File: config.mk
export PLATFORM = sky130hd
export DESIGN_NAME = wb_conmax_slv_owner
export DESIGN_NICKNAME = d
export VERILOG_FILES = /design/src/rtl/wb_conmax_slv_owner.sv
export SDC_FILE = /design/constraint.sdc
export NUM_CORES = 1
export LEC_CHECK = 0
export ABC_CLOCK_PERIOD_IN_PS = 3900
export BUFFER_PORTS_ARGS = -buffer_cell sky130_fd_sc_hd__buf_2
export CAP_MARGIN = 10
export CELL_PAD_IN_SITES_DETAIL_PLACEMENT = 1
export CELL_PAD_IN_SITES_GLOBAL_PLACEMENT = 2
export CORE_AREA = 2 2 259 261
export CTS_CLUSTER_DIAMETER = 30
export DETAILED_ROUTE_END_ITERATION = 8
export DIE_AREA = 0 0 261 263
export HOLD_SLACK_MARGIN = 0.05
export PLACE_DENSITY = 0.53
export SKIP_LAST_GASP = 1
export SLEW_MARGIN = 15
export SYNTH_ARGS = -nofsm -noshare
export SYNTH_HDL_FRONTEND = slang
export SYNTH_SLANG_ARGS = --single-unit
File: constraint.sdc
create_clock -name clk_i -period 3.9 [get_ports clk_i]
set_clock_uncertainty 0.2 [all_clocks]
set_input_delay 0 -clock clk_i [delete_from_list [all_inputs] [get_ports clk_i]]
set_output_delay 0 -clock clk_i [all_outputs]
set_load 0.02 [all_outputs]
File: src/rtl/wb_conmax_slv_owner.sv
// Slave-side ownership stage: locks one master per WISHBONE cycle, muxes its
// request onto the slave port and routes responses back, with a stb watchdog.
module wb_conmax_slv_owner #(
   parameter int AW     = 32,
   parameter int DW     = 32,
   parameter int TO_CNT = 255
) (
   input  logic              clk_i,
   input  logic              rst_i,
   input  logic [2:0]        sel_i,
   output logic              next_o,
   input  logic [7:0]        m_cyc_i,
   input  logic [7:0]        m_stb_i,
   input  logic [7:0]        m_we_i,
   input  logic [8*AW-1:0]   m_adr_i,
   input  logic [8*DW-1:0]   m_dat_i,
   input  logic [DW-1:0]     m_sel_i,
   output logic [7:0]        m_ack_o,
   output logic [7:0]        m_err_o,
   output logic [7:0]        m_rty_o,
   output logic              s_cyc_o,
   output logic              s_stb_o,
   output logic              s_we_o,
   output logic [AW-1:0]     s_adr_o,
   output logic [DW-1:0]     s_dat_o,
   output logic [DW/8-1:0]   s_sel_o,
   input  logic              s_ack_i,
   input  logic              s_err_i,
   input  logic              s_rty_i
);

   localparam int SW   = DW / 8;
   localparam int WD_W = (TO_CNT > 0) ? $clog2(TO_CNT + 1) : 1;
   localparam logic [WD_W-1:0] WD_LIMIT = WD_W'(TO_CNT);
   localparam logic [WD_W-1:0] WD_ONE   = WD_W'(1);

   typedef enum logic [1:0] {
      ST_IDLE = 2'd0,
      ST_OWN  = 2'd1,
      ST_REL  = 2'd2
   } state_t;

   state_t          state_reg, state_next;
   logic [2:0]      owner_reg, owner_next;
   logic [WD_W-1:0] wd_cnt_reg, wd_cnt_next;

   logic [AW-1:0]   adr_arr [8];
   logic [DW-1:0]   dat_arr [8];
   logic [SW-1:0]   sel_arr [8];

   generate
      for (genvar gi = 0; gi < 8; gi++) begin : g_master
         assign adr_arr[gi] = m_adr_i[gi*AW +: AW];
         assign dat_arr[gi] = m_dat_i[gi*DW +: DW];
         assign sel_arr[gi] = m_sel_i[gi*SW +: SW];
      end
   endgenerate

   logic in_own, cyc_own, stb_own, any_resp, live, timeout;

   assign in_own   = (state_reg == ST_OWN);
   assign cyc_own  = m_cyc_i[owner_reg];
   assign stb_own  = m_stb_i[owner_reg];
   assign any_resp = s_ack_i | s_err_i | s_rty_i;
   // A response only counts while the owner still holds both cyc and stb.
   assign live     = in_own & cyc_own & stb_own;
   assign timeout  = (TO_CNT != 0) && in_own && cyc_own && (wd_cnt_reg == WD_LIMIT);

   always_ff @(posedge clk_i or negedge rst_i) begin
      if (!rst_i) begin
         state_reg  <= ST_IDLE;
         owner_reg  <= 3'd0;
         wd_cnt_reg <= '0;
      end else begin
         state_reg  <= state_next;
         owner_reg  <= owner_next;
         wd_cnt_reg <= wd_cnt_next;
      end
   end

   always_comb begin
      state_next  = state_reg;
      owner_next  = owner_reg;
      wd_cnt_next = '0;
      next_o      = 1'b0;
      case (state_reg)
         ST_IDLE: begin
            if (m_cyc_i[sel_i]) begin
               owner_next = sel_i;
               state_next = ST_OWN;
            end
         end
         ST_OWN: begin
            if (!cyc_own) begin
               state_next = ST_REL;
            end else if ((TO_CNT != 0) && (wd_cnt_reg != WD_LIMIT) && stb_own && !any_resp) begin
               wd_cnt_next = wd_cnt_reg + WD_ONE;
            end
         end
         ST_REL: begin
            next_o     = 1'b1;
            state_next = ST_IDLE;
         end
         default: state_next = ST_IDLE;
      endcase
   end

   always_comb begin
      m_ack_o = 8'h00;
      m_err_o = 8'h00;
      m_rty_o = 8'h00;
      if (live && s_ack_i)
         m_ack_o[owner_reg] = 1'b1;
      if ((live && s_err_i) || timeout)
         m_err_o[owner_reg] = 1'b1;
      if (live && s_rty_i)
         m_rty_o[owner_reg] = 1'b1;
   end

   // Data-path outputs follow the owner in every state but are forced low in reset.
   assign s_cyc_o = in_own & cyc_own;
   assign s_stb_o = in_own & stb_own;
   assign s_we_o  = rst_i & m_we_i[owner_reg];
   assign s_adr_o = rst_i ? adr_arr[owner_reg] : '0;
   assign s_dat_o = rst_i ? dat_arr[owner_reg] : '0;
   assign s_sel_o = rst_i ? sel_arr[owner_reg] : '0;

endmodule

==> flow_metrics.env <==
export IMPL_path_clk_slew_ns=0.05
export IMPL_hold_buffers=5
export IMPL_synth_avg_cell_area_um2=7.56
export IMPL_wl_mm=49.5
export IMPL_ys_seq_area_frac=0.0794
export IMPL_cp_startpoint="owner_reg[0]"
export IMPL_setup_worst_path_end_class="output pin"
export IMPL_powerDensity_nw_per_um2=580
export IMPL_drc=0
export IMPL_yosys_area_share_simple=0.0974
export IMPL_syn_num_nets=1119
export IMPL_gr_total_overflow=0
export IMPL_crit_family="simple AND/OR/NAND/NOR gates"
export IMPL_grt_use_total=0.134
export IMPL_drt_pass1_iterations=6
export IMPL_fin_setup_tns_ns=0
export IMPL_cap_viol_max_count=0
export IMPL_clock_latency_ns=0.25
export IMPL_hold_path_class="in -> reg"
export IMPL_cp_start_kind="flip-flop"
export IMPL_vias_per_cell=4.00
export IMPL_clock_sinks=13
export IMPL_final_hold_violation_count=0
export IMPL_port_buffers=671
export IMPL_finalMaxSlewViolations=0
export IMPL_place_hpwl_mm=41.6
export IMPL_status="finished clean"
export IMPL_leakage_nw=3.93
export IMPL_area_growth_synth_to_final_pct=115
export IMPL_setup_slack_ns=0.845
export IMPL_finalNonFillerCells=2055
export IMPL_pin_count=672
export IMPL_cts_tree="yes"
export IMPL_rsz0062_at_grt="no"
export IMPL_start_util=0.0624
export IMPL_r2r_start="owner_reg[2]"
export IMPL_die_area_um2=68600
export IMPL_fin_nets=1768
export IMPL_first_iter_violations=486
export IMPL_setup_viol=0
export IMPL_cp_max_fo=14
export IMPL_cts_buffers=3
export IMPL_ir_drop_uv=234
export IMPL_critical_path_slowest_cell="dfrtp_1"
export IMPL_htreeDepth=1
export IMPL_wire_per_inst_um=24.1
export IMPL_cp_buffers_inverters=2
export IMPL_synth_compound_area_frac=0.675
export IMPL_yosysWarnings=0
export IMPL_rows=94
export IMPL_fin_crit_ns=3.06
export IMPL_fin_util=0.134
export IMPL_synth_area_mux_share=0.0431
export IMPL_synthAdderAreaFrac=0.00305
export IMPL_path_cells="nand2b_1 -> nor2_4 -> buf_4 -> a22oi_1 -> a41oi_1 -> buf_2"
export IMPL_ys_types=43
export IMPL_syn_inst=542
export IMPL_place_inst=2045
export IMPL_fin_hold_ws_ns=0.0704
export IMPL_largest_reg_flops=8
export IMPL_max_freq_mhz=327
export IMPL_synth_area_leaders="a22oi_1 37%, dfrtp_1 7.9%, a221oi_1 7.9%, a22o_1 7.9%, a41oi_1 6.8%"
export IMPL_post_route_period_util=0.783
export IMPL_die_h_um=263
export IMPL_postCtsSetupRepairBufs=0
export IMPL_synth_seq_cells=13
export IMPL_cts_repair_resized=0
export IMPL_grt_max_degree=58
export IMPL_cpPeakStageDelay_ns=0.57
export IMPL_layout_common_cells="671 x buf_2, 202 x a22oi_1, 37 x a22o_1, 37 x a221oi_1, 37 x a31oi_1"
export IMPL_cts_root_buf="clkbuf_16"
export IMPL_arrival_ns=2.86
export IMPL_final_common_cell="buf_2"
export IMPL_cts_buffer_depth=2
export IMPL_cp_required_ns=3.70
export IMPL_critPathKind="reg -> out"
export IMPL_vias=8211
export IMPL_synth_xor_area_share=0.0128
export IMPL_core_um2=65600
export IMPL_synth_area_leader_cell="a22oi_1"
export IMPL_globalplace_congestion=0.929
export IMPL_antenna_found_initial=10
export IMPL_synth_top_family_by_area="compound AO/OA/AOI/OAI gates"
export IMPL_dp_slack_ns=0.958
export IMPL_hold_start="s_err_i"
export IMPL_ant_nets=0
export IMPL_tightest_slew_ns=0.732
export IMPL_grt_pass1_wl_mm=66.8
export IMPL_drive_above_1_share=0.622
export IMPL_synth_top_area_share=0.370
export IMPL_syn_cell_area_um2=4100
export IMPL_grt_pass1_vias=8915
export IMPL_slew_limit_headroom=0.512
export IMPL_fp_dieW_um=261
[tightest hold or removal path, cell delays in order]
cell and delay [ns]:
buf_2 0.11, or4_1 0.28, nor3_1 0.08
[metal layers]
layer	wire, um	vias to the layer above	part of all wire	track usage
met5	94	-	0.0019	0
met4	650	14	0.013	0.0195
met3	4310	44	0.087	0.0320
met2	23400	480	0.47	0.232
met1	21100	3975	0.43	0.169
li1	-	3698	-	-
[cells in the mapped netlist (all sizes together)]
cell type  instances
mux2               4
mux2i              6
or2                2
and3               1
xnor2              4
and2               1
buf               40
a31oi             37
clkinv             1
and3b              1
nor2b              2
a41oi             32
a311o              1
a21oi              1
inv                4
nand2              5
xor2               2
dfrtp             13
a221oi            37
a22oi            202
or4                1
mux4               3
nor3b              2
nand2b             2
a311oi             1
a22o              37
nor2              23
o21ai              1
ha                 1
o22ai              2
nor4               8
o211ai             1
clkbuf            35
nor3              11
nand3             18
[cells by family (layout without fill, tap and decap cells)]
kind of cell	Yosys count	count (layout)
adders and majority gates	1	1
xor gates and xnor gates	6	6
AOI/OAI and AO/OA	352	352
other	0	1
buffers and inverters	80	728
and+or+nand+nor	77	77
muxes	13	13
DFF	13	13
[layout make-up]
type                            instances  area (um^2)
Antenna cell                            1         2.50
Inverter                                5         20.0
Sequential cell                        13          325
Fill cell                            8061        56800
Clock buffer                            4         78.8
Timing Repair Buffer                  719         3870
Tap cell                              864         1080
Multi-Input combinational cell        449         3450
[metrics by stage]
stage | area (um^2) | power (mW)
global route | 8820 | 5.51
detailed placement | 8690 | 5.01
CTS | 8820 | 5.23
finish | 8820 | 5.12
global placement | 8690 | 5.00
floorplan | 4100 | 2.77
[final timing paths]
path / endpoint / slack, ns / depth (start not counted)
worst max register to register: wd_cnt_reg[3] / 1.48 / 5
worst min-delay path: wd_cnt_reg[0] / 0.07 / 3
worst min register to register: wd_cnt_reg[0] / 0.28 / 1
worst max-delay path: s_adr_o[0] / 0.84 / 6
min in group asynchronous: owner_reg[0] / 0.72 / 3
max in group asynchronous: wd_cnt_reg[4] / 2.35 / 3
[report_power, final]
| group | internal, mW | switching [mW] | leakage (nW) | total [mW] |
|---|---|---|---|---|
| clock | 0.138 | 0.0637 | 0.0382 | 0.202 |
| sequential | 0.159 | 0.0832 | 0.172 | 0.243 |
| combinational | 1.71 | 2.97 | 3.72 | 4.68 |
| total | 2.00 | 3.12 | 3.93 | 5.12 |
(Power assumes the default switching activity.)
